===== src/rtl/sdram_init_seq.sv =====
// SDRAM power-up initialisation sequencer.
// Runs the power-up wait, then PRECHARGE ALL, REF_NUM x AUTO REFRESH and
// LOAD MODE. After that it holds init_done until reset or a soft init_req.
// All SDRAM pins and status flags are registered.
module sdram_init_seq #(
    parameter int          CLK_FREQ_MHZ = 100,
    parameter int          T_POWERUP_US = 200,
    parameter int          T_RP         = 3,
    parameter int          T_RFC        = 7,
    parameter int          T_MRD        = 2,
    parameter int          REF_NUM      = 8,
    parameter logic [12:0] MODE_REG     = 13'h032
) (
    input  logic        clk,
    input  logic        rst_n,
    input  logic        init_req,
    output logic        sdram_cke,
    output logic        sdram_cs_n,
    output logic        sdram_ras_n,
    output logic        sdram_cas_n,
    output logic        sdram_we_n,
    output logic [1:0]  sdram_ba,
    output logic [12:0] sdram_addr,
    output logic        init_done,
    output logic        init_busy
);

    localparam int unsigned PU_CYC = CLK_FREQ_MHZ * T_POWERUP_US;
    localparam int unsigned PU_W   = $clog2(PU_CYC + 1);
    localparam int unsigned CW     = (PU_W > 16) ? PU_W : 16;

    localparam logic [CW-1:0] PU_LAST  = CW'(PU_CYC);
    localparam logic [CW-1:0] RP_LAST  = CW'(T_RP);
    localparam logic [CW-1:0] RFC_LAST = CW'(T_RFC);
    localparam logic [CW-1:0] MRD_LAST = CW'(T_MRD);
    localparam logic [3:0]    REF_LAST = 4'(REF_NUM);

    localparam logic [3:0] CMD_NOP = 4'b0111;
    localparam logic [3:0] CMD_PRE = 4'b0010;
    localparam logic [3:0] CMD_REF = 4'b0001;
    localparam logic [3:0] CMD_LMR = 4'b0000;

    typedef enum logic [2:0] {
        WAIT_PU, PRE, WAIT_RP, REF, WAIT_RFC, LMR, WAIT_MRD, DONE
    } state_t;

    state_t        state, state_nxt;
    logic [CW-1:0] cnt, cnt_nxt;
    logic [3:0]    ref_cnt, ref_cnt_nxt;
    logic [3:0]    cmd_nxt;
    logic [1:0]    ba_nxt;
    logic [12:0]   addr_nxt;

    // Next state, spacing counter, refresh count, and the command to register.
    // A command state is entered on the edge that issues the command, and
    // the counter is loaded with 1 at that point. The next command goes out
    // on the edge where the counter equals the required spacing. This lets
    // a spacing of 1 skip the wait state completely.
    always_comb begin
        state_nxt   = state;
        cnt_nxt     = cnt;
        ref_cnt_nxt = ref_cnt;
        case (state)
            WAIT_PU: begin
                if (cnt == PU_LAST) begin
                    state_nxt   = PRE;
                    cnt_nxt     = CW'(1);
                    ref_cnt_nxt = '0;
                end else begin
                    cnt_nxt = cnt + CW'(1);
                end
            end
            PRE, WAIT_RP: begin
                if (cnt == RP_LAST) begin
                    state_nxt   = REF;
                    cnt_nxt     = CW'(1);
                    ref_cnt_nxt = ref_cnt + 4'd1;
                end else begin
                    state_nxt = WAIT_RP;
                    cnt_nxt   = cnt + CW'(1);
                end
            end
            REF, WAIT_RFC: begin
                if (cnt == RFC_LAST) begin
                    cnt_nxt = CW'(1);
                    if (ref_cnt == REF_LAST) begin
                        state_nxt = LMR;
                    end else begin
                        state_nxt   = REF;
                        ref_cnt_nxt = ref_cnt + 4'd1;
                    end
                end else begin
                    state_nxt = WAIT_RFC;
                    cnt_nxt   = cnt + CW'(1);
                end
            end
            LMR, WAIT_MRD: begin
                if (cnt == MRD_LAST) begin
                    state_nxt = DONE;
                    cnt_nxt   = '0;
                end else begin
                    state_nxt = WAIT_MRD;
                    cnt_nxt   = cnt + CW'(1);
                end
            end
            DONE: begin
                if (init_req) begin
                    state_nxt   = PRE;
                    cnt_nxt     = CW'(1);
                    ref_cnt_nxt = '0;
                end
            end
            default: begin
                state_nxt   = WAIT_PU;
                cnt_nxt     = '0;
                ref_cnt_nxt = '0;
            end
        endcase

        cmd_nxt  = CMD_NOP;
        ba_nxt   = '0;
        addr_nxt = '0;
        case (state_nxt)
            PRE: begin
                cmd_nxt      = CMD_PRE;
                addr_nxt[10] = 1'b1;
            end
            REF: cmd_nxt = CMD_REF;
            LMR: begin
                cmd_nxt  = CMD_LMR;
                addr_nxt = MODE_REG;
            end
            default: ;
        endcase
    end

    // State, counters and all registered outputs; reset forces NOP with CKE low.
    always_ff @(posedge clk or negedge rst_n) begin
        if (!rst_n) begin
            state       <= WAIT_PU;
            cnt         <= '0;
            ref_cnt     <= '0;
            sdram_cke   <= 1'b0;
            sdram_cs_n  <= CMD_NOP[3];
            sdram_ras_n <= CMD_NOP[2];
            sdram_cas_n <= CMD_NOP[1];
            sdram_we_n  <= CMD_NOP[0];
            sdram_ba    <= '0;
            sdram_addr  <= '0;
            init_done   <= 1'b0;
            init_busy   <= 1'b0;
        end else begin
            state       <= state_nxt;
            cnt         <= cnt_nxt;
            ref_cnt     <= ref_cnt_nxt;
            sdram_cke   <= 1'b1;
            sdram_cs_n  <= cmd_nxt[3];
            sdram_ras_n <= cmd_nxt[2];
            sdram_cas_n <= cmd_nxt[1];
            sdram_we_n  <= cmd_nxt[0];
            sdram_ba    <= ba_nxt;
            sdram_addr  <= addr_nxt;
            init_done   <= (state_nxt == DONE);
            init_busy   <= (state_nxt != DONE);
        end
    end

endmodule


===== config.mk =====
export PLATFORM = sky130hd
export DESIGN_NAME = sdram_init_seq
export DESIGN_NICKNAME = d
export VERILOG_FILES = /design/src/rtl/sdram_init_seq.sv
export SDC_FILE = /design/constraint.sdc
export NUM_CORES = 1
export LEC_CHECK = 0
export CORE_AREA = 3 3 67 69
export DETAILED_ROUTE_END_ITERATION = 10
export DIE_AREA = 0 0 70 72
export GPL_ROUTABILITY_DRIVEN = 0
export GPL_TIMING_DRIVEN = 0
export PLACE_DENSITY = 0.77
export SETUP_SLACK_MARGIN = 0.3
export SYNTH_ARGS = -nofsm -noshare
export SYNTH_HDL_FRONTEND = slang
export SYNTH_SLANG_ARGS = --single-unit

===== constraint.sdc =====
create_clock -name clk -period 2.05 [get_ports clk]
set_input_delay 0.3075 -clock clk [delete_from_list [all_inputs] [get_ports clk]]
set_output_delay 0.3075 -clock clk [all_outputs]
set_load 0.1 [all_outputs]

---- Word-level counts from Yosys, hierarchy flattened ----
Cells that the tools add are included.
operators by class
  multipliers ............................. 0
  shifts and indexed selects .............. 0
  reduce and logical (&&, ||, !) cells .... 6
  bitwise logic cells ..................... 0
  equal/unequal tests ..................... 22
  divide/modulo/power cells ............... 0
  magnitude comparators ................... 0
  mux-type cells .......................... 22
  add/sub/neg operators ................... 2
operators with widths
  operator                                         number
  two-way mux 16 bit                               5
  one-hot mux 16 bit (5 select lines)              1
  == test 16 x 2 -> 1 bit, second input constant   2
  two-way mux 4 bit                                5
  == test 3 bit, second input constant             6
  adder 16 x 1 -> 16 bit, second input constant    1
  == test 16 x 15 -> 1 bit, second input constant  1
  == test 16 x 3 -> 1 bit, second input constant   1
  one-hot mux 4 bit (4 select lines)               1
  one-hot mux 3 bit (5 select lines)               1
  two-way mux 3 bit                                4
  inequality test 2 bit, second input constant     5
  == test 3 x 2 -> 1 bit, second input constant    3
  one-hot mux 3 bit (3 select lines)               1
  == test 3 x 1 -> 1 bit, second input constant    2
  two-way mux 6 bit                                1
  AND reduction 6 bit                              1
  OR reduction 2 bit                               3
  adder 4 x 1 -> 4 bit, second input constant      1
  == test 4 bit, second input constant             1
  nonzero test 4 bit                               1
  zero test 3 bit                                  1
  two-way mux 1 bit                                3
  inequality test 3 bit, second input constant     1
word-level totals
  bits in latches ......................... 0
  bits in writable memories ............... 0
  bits in read-only memories .............. 0
  memories kept ........................... 0
  register bits after elaboration ......... 41

---- Longest topological paths before layout ----
  depth in word-level cells ............... 6
  mapped depth ............................ 10
  depth with buffers taken out ............ 8

---- Worst setup path after synthesis ----
Ideal clock, no wire load.
  path kind ............................... register -> register
  start point ............................. reg cnt[0]
  end point ............................... reg cnt[4]
  path buffers ............................ 2
  path slack .............................. -25 ps
  cell stages (with the launch flop) ...... 11
  arrival time ............................ 1994 ps
  data required time ...................... 1968 ps
  path through ............................ dfrtp_1 -> inv_1 -> ha_1 -> nor4b_1 -> and4_1 -> maj3_2 -> o22ai_2 -> buf_6 -> buf_6 -> a21oi_1 -> a31oi_1
between the ends
  word-level cells in the longest chain between the ends .. 3
ends and longest elaborated chain
  item                                            RTL line  source
  from (decl)                                     48        logic [CW-1:0] cnt, cnt_nxt;
  from (signal assigned)                          154       cnt <= cnt_nxt;
  adder 16 x 1 -> 16 bit (tied with other cells)  --
  two-way mux 16 bit, on equally long branches    --
  one-hot mux 16 bit (5 select lines) *           63        case (state)
Every way passes the cells marked *; elsewhere a longest branch is shown, timed or not.
A chain may end at the register's enable or synchronous reset.

---- Worst setup path in the final report ----
  start point ............................. reg cnt[1]
  end point ............................... reg ref_cnt[1]
between the ends
  word-level cells in the longest chain between the ends .. 3
ends and longest elaborated chain
  item                                             RTL line  source
  == test 16 x 3 -> 1 bit (tied with other cells)  84        if (cnt == RFC_LAST) begin
  inequality test 2 bit (no line)                  --
  AND reduction 6 bit (no line) *                  --
  to (signal assigned)                             155       ref_cnt <= ref_cnt_nxt;
  to (decl)                                        49        logic [3:0] ref_cnt, ref_cnt_nxt;
Marked as above.

==> reports/qor.txt <==
Status - finished with violations
Violated checks - negative setup slack
Crit-path max cell delay - 0.46 ns
All-Layer GR Usage - 17.8%
Number of hold buffers added after CTS - 0
Die X - 70 um
Root Buffer - clkbuf_8
Mux cell area share after synthesis - 1.11%
P per Cell Area - 533 nW/um^2
Min Tclk post-route - 2.09 ns
Fin. max-slew vios - 0
CTS Buf Count - 5
Post-synthesis cell count - 196
Hpwl dp - 2640 um
Clk pin slew, worst setup/hold paths - 0.07 ns
Clock Tree Buf Depth - 2
Crit path top cell by count - o22ai_4
WP data required - 2.23 ns
Relative slew slack - 53.0%
Pre-Repair DR Iteration Count - 5
Top sig layer - met4
Dominant cell type by area after synthesis - dfrtp_1
Main flop type after synthesis - dfrtp_1
Ys async rst share - 100%
Final period util - 102%
F_max - 478 MHz
Via count - 1542
Cell variety after synth - 57
Crit-path max FO - 6
Setup_tns - -0.231 ns
Compound-gate portion of the synthesized area - 13.9%
RSZ-0062 raised after global routing - true
Critical Path, Cell by Cell - ha_2 -> nor3b_4 -> nand4_4 -> o22ai_4 -> o22ai_4 -> buf_6 -> buf_8 -> o21ai_2 -> o41ai_2
CP Launch Type - register
Die Y - 72 um
Post-synthesis cell area - 1910 sq um
Initial antenna violation count - 0
Post-DRT Antenna Nets - 0
Sequential cell area - 783 sq um
Final #Nets - 250
Per-cell routed wire length - 14.6 um
Initial core utilization - 48.2%
Xor/xnor share of the synthesized area - 4.58%
GRT overflow - 0
Skew-Pair Late Insertion Delay - 0.29 ns
Number of synthesized flops with an enable pin - 0
CP Data Arrival Time - 2.27 ns
Vias per inst - 5.26
Post-synth top area share - 36.6%
Met3 routed wirelength - 152 um
Max VDD drop - 0.348 mV
Met2 wire len - 2160 um
Synth Area in Adders - 3.86%
LEAKAGE - 1.17 nW
# port buffers - 12
Area contributors post-synth - dfrtp_1 (37%), buf_4 (5.5%), dfstp_2 (4.1%), nor2_1 (3.5%), ha_1 (3.3%)
Crit path max-delay cell type - dfrtp_1
Multi-input gate area - 1180 sq um
CORE AREA - 3970 sq um
Final Hold Fails - 0
Die footprint - 5040 sq um
Simple-Gate Fraction of Synth Area - 25.0%
Buf/Inv on CP - 2
CTS tree - done
CTS sink cnt - 31
First-pass GRT wire length - 7160 um
Final setup fails - 8
P&R area growth vs syn - 36.4%
Antenna fix cells - 0
Syn_area_per_cell - 9.76 sq um
Setup WS post-layout - -0.0424 ns
Worst Hold Class - input port to asynchronous set/reset pin
Vias in the first global route - 1499
Worst Tran Pin Value - 0.705 ns
Fill cells - 317
H-tree levels - 2
DRT Wirelength - 4280 um
Row cnt - 23
Final core utilization - 65.7%
WL met1 - 1910 um
CP endpoint kind - register
Largest net degree at the start of global routing - 32
Iteration-0 DRC Markers - 99
Synth warn - 0
Share of cells above drive strength 1 - 42.8%
Largest family of logic cells by synthesized area - simple AND/OR/NAND/NOR gates
Delay-heaviest family, CP - compound AO/OA/AOI/OAI gates
Max Cap Violations - 0
Skew final - 0.00842 ns
# DRC - 0
# IOs - 25
Register area share after synthesis - 40.7%
Critical path type - register to register
Flops & latches, synth - 31
==> synthesized netlist by cell type, types with 2 or more instances <==
master and count:
xor2_1 5, buf_4 14, and2_1 4, a22o_1 2
a31oi_1 3, o21ai_1 5, nor3_1 5, and3_1 2
ha_1 5, and4_1 3, buf_6 3, dfrtp_1 28
conb_1 2, inv_1 10, nand2_1 12, dfstp_2 3
xnor2_1 5, nor2_2 3, o21ai_0 3, nand3_1 9
nand4_1 5, clkbuf_1 2, nor4_1 2, nor4_4 2
a21oi_1 6, buf_2 3, nor2_1 18, a21o_1 3
==> repair_timing <==
action / 4_1_cts / 5_1_grt
gates resized for setup: 44 / 18
hold endpoints to repair: 0 / 0
pin swaps: 13 / 19
endpoints found under the setup margin: 37 / 31
gates cloned: 1 / 1
setup buffers: 10 / 4
==> sequential cells by signal (all words and copies together) (netlist names) <==
name	cells
init_busy	1
sdram_cke	1
state	3
init_done	1
sdram_cas_n	1
sdram_ras_n	1
ref_cnt	4
sdram_addr	2
cnt	16
sdram_we_n	1
==> cells by family (layout without fill, tap and decap cells) <==
logic type	after synthesis	in the layout
flip-flops	31	31
multiplexers	2	2
buffers and inverters	32	68
AO/OA/AOI/OAI	34	34
other	2	13
adder cells (fa/ha/maj)	6	6
XOR/XNOR	10	10
AND/OR/NAND/NOR	79	79
==> final cells by class <==
type	count	share of cell area, %
multi-input cells	144	45.1
flip-flops and latches	31	30.0
repair buffers	28	10.1
plain buffers	22	6.38
clock buffers	6	3.17
well taps	50	2.40
inverters	10	1.44
clock inverters	2	1.34
==> layout by cell type, fill, tap and decap left out, drive strengths merged, types with 6 or more instances in the layout <==
| cell | Yosys | final |
|---|---|---|
| buf | 20 | 36 |
| dfrtp | 28 | 28 |
| nor2 | 22 | 22 |
| conb | 2 | 13 |
| nand2 | 12 | 12 |
| clkbuf | 2 | 11 |
| inv | 10 | 10 |
| nand3 | 9 | 9 |
| o21ai | 9 | 9 |
| clkdlybuf4s15 | 0 | 8 |
| nand4 | 6 | 6 |
| nor3 | 6 | 6 |
| a21oi | 6 | 6 |
==> metrics by stage <==
step	hold slack, ns	instances	power [mW]	setup WS [ns]	area (sq um)
after CTS	0.0848	288	1.41	-0.0690	2490
after detailed placement	0.402	269	0.765	-0.395	2210
final	0.0582	293	1.39	-0.0424	2610
after floorplan	0.0119	207	0.746	0.102	2040
after global routing	0.111	293	1.43	-0.148	2610
after global placement	0.541	269	0.766	-0.394	2220
==> worst register-to-register path, cell delays in order (launching register included) <==
cell	delay, ns
dfrtp_1	0.46
ha_2	0.23
nor3b_4	0.21
nand4_4	0.22
o22ai_4	0.23
o22ai_4	0.13
buf_6	0.17
buf_8	0.13
o21ai_2	0.12
o41ai_2	0.08
==> per-layer routing <==
layer	GRT usage [%]	vias to the layer above
li1	-	753
met1	22.8	751
met2	29.4	33
met3	3.05	5
met4	8.30	0
met5	0	-
==> power by group <==
group	total [mW]	leakage [nW]	switching, mW	internal (mW)
Sequential	0.613	0.390	0.000233	0.613
Clock	0.637	0.0612	0.244	0.393
Combinational	0.139	0.717	0.120	0.0190
Total	1.39	1.17	0.365	1.02
==> worst paths after layout <==
path                            slack (ns)  startpoint  depth (start not counted)    endpoint
worst max register to register       -0.04      cnt[1]                          9  ref_cnt[1]
worst max-delay path                 -0.04      cnt[1]                          9  ref_cnt[1]
worst min register to register        0.57  ref_cnt[1]                          2  ref_cnt[1]
max in group asynchronous             1.48       rst_n                          1      cnt[7]
min in group clk                      0.57  ref_cnt[1]                          2  ref_cnt[1]
worst min-delay path                  0.06       rst_n                          1  ref_cnt[0]
(Power assumes the default switching activity.)
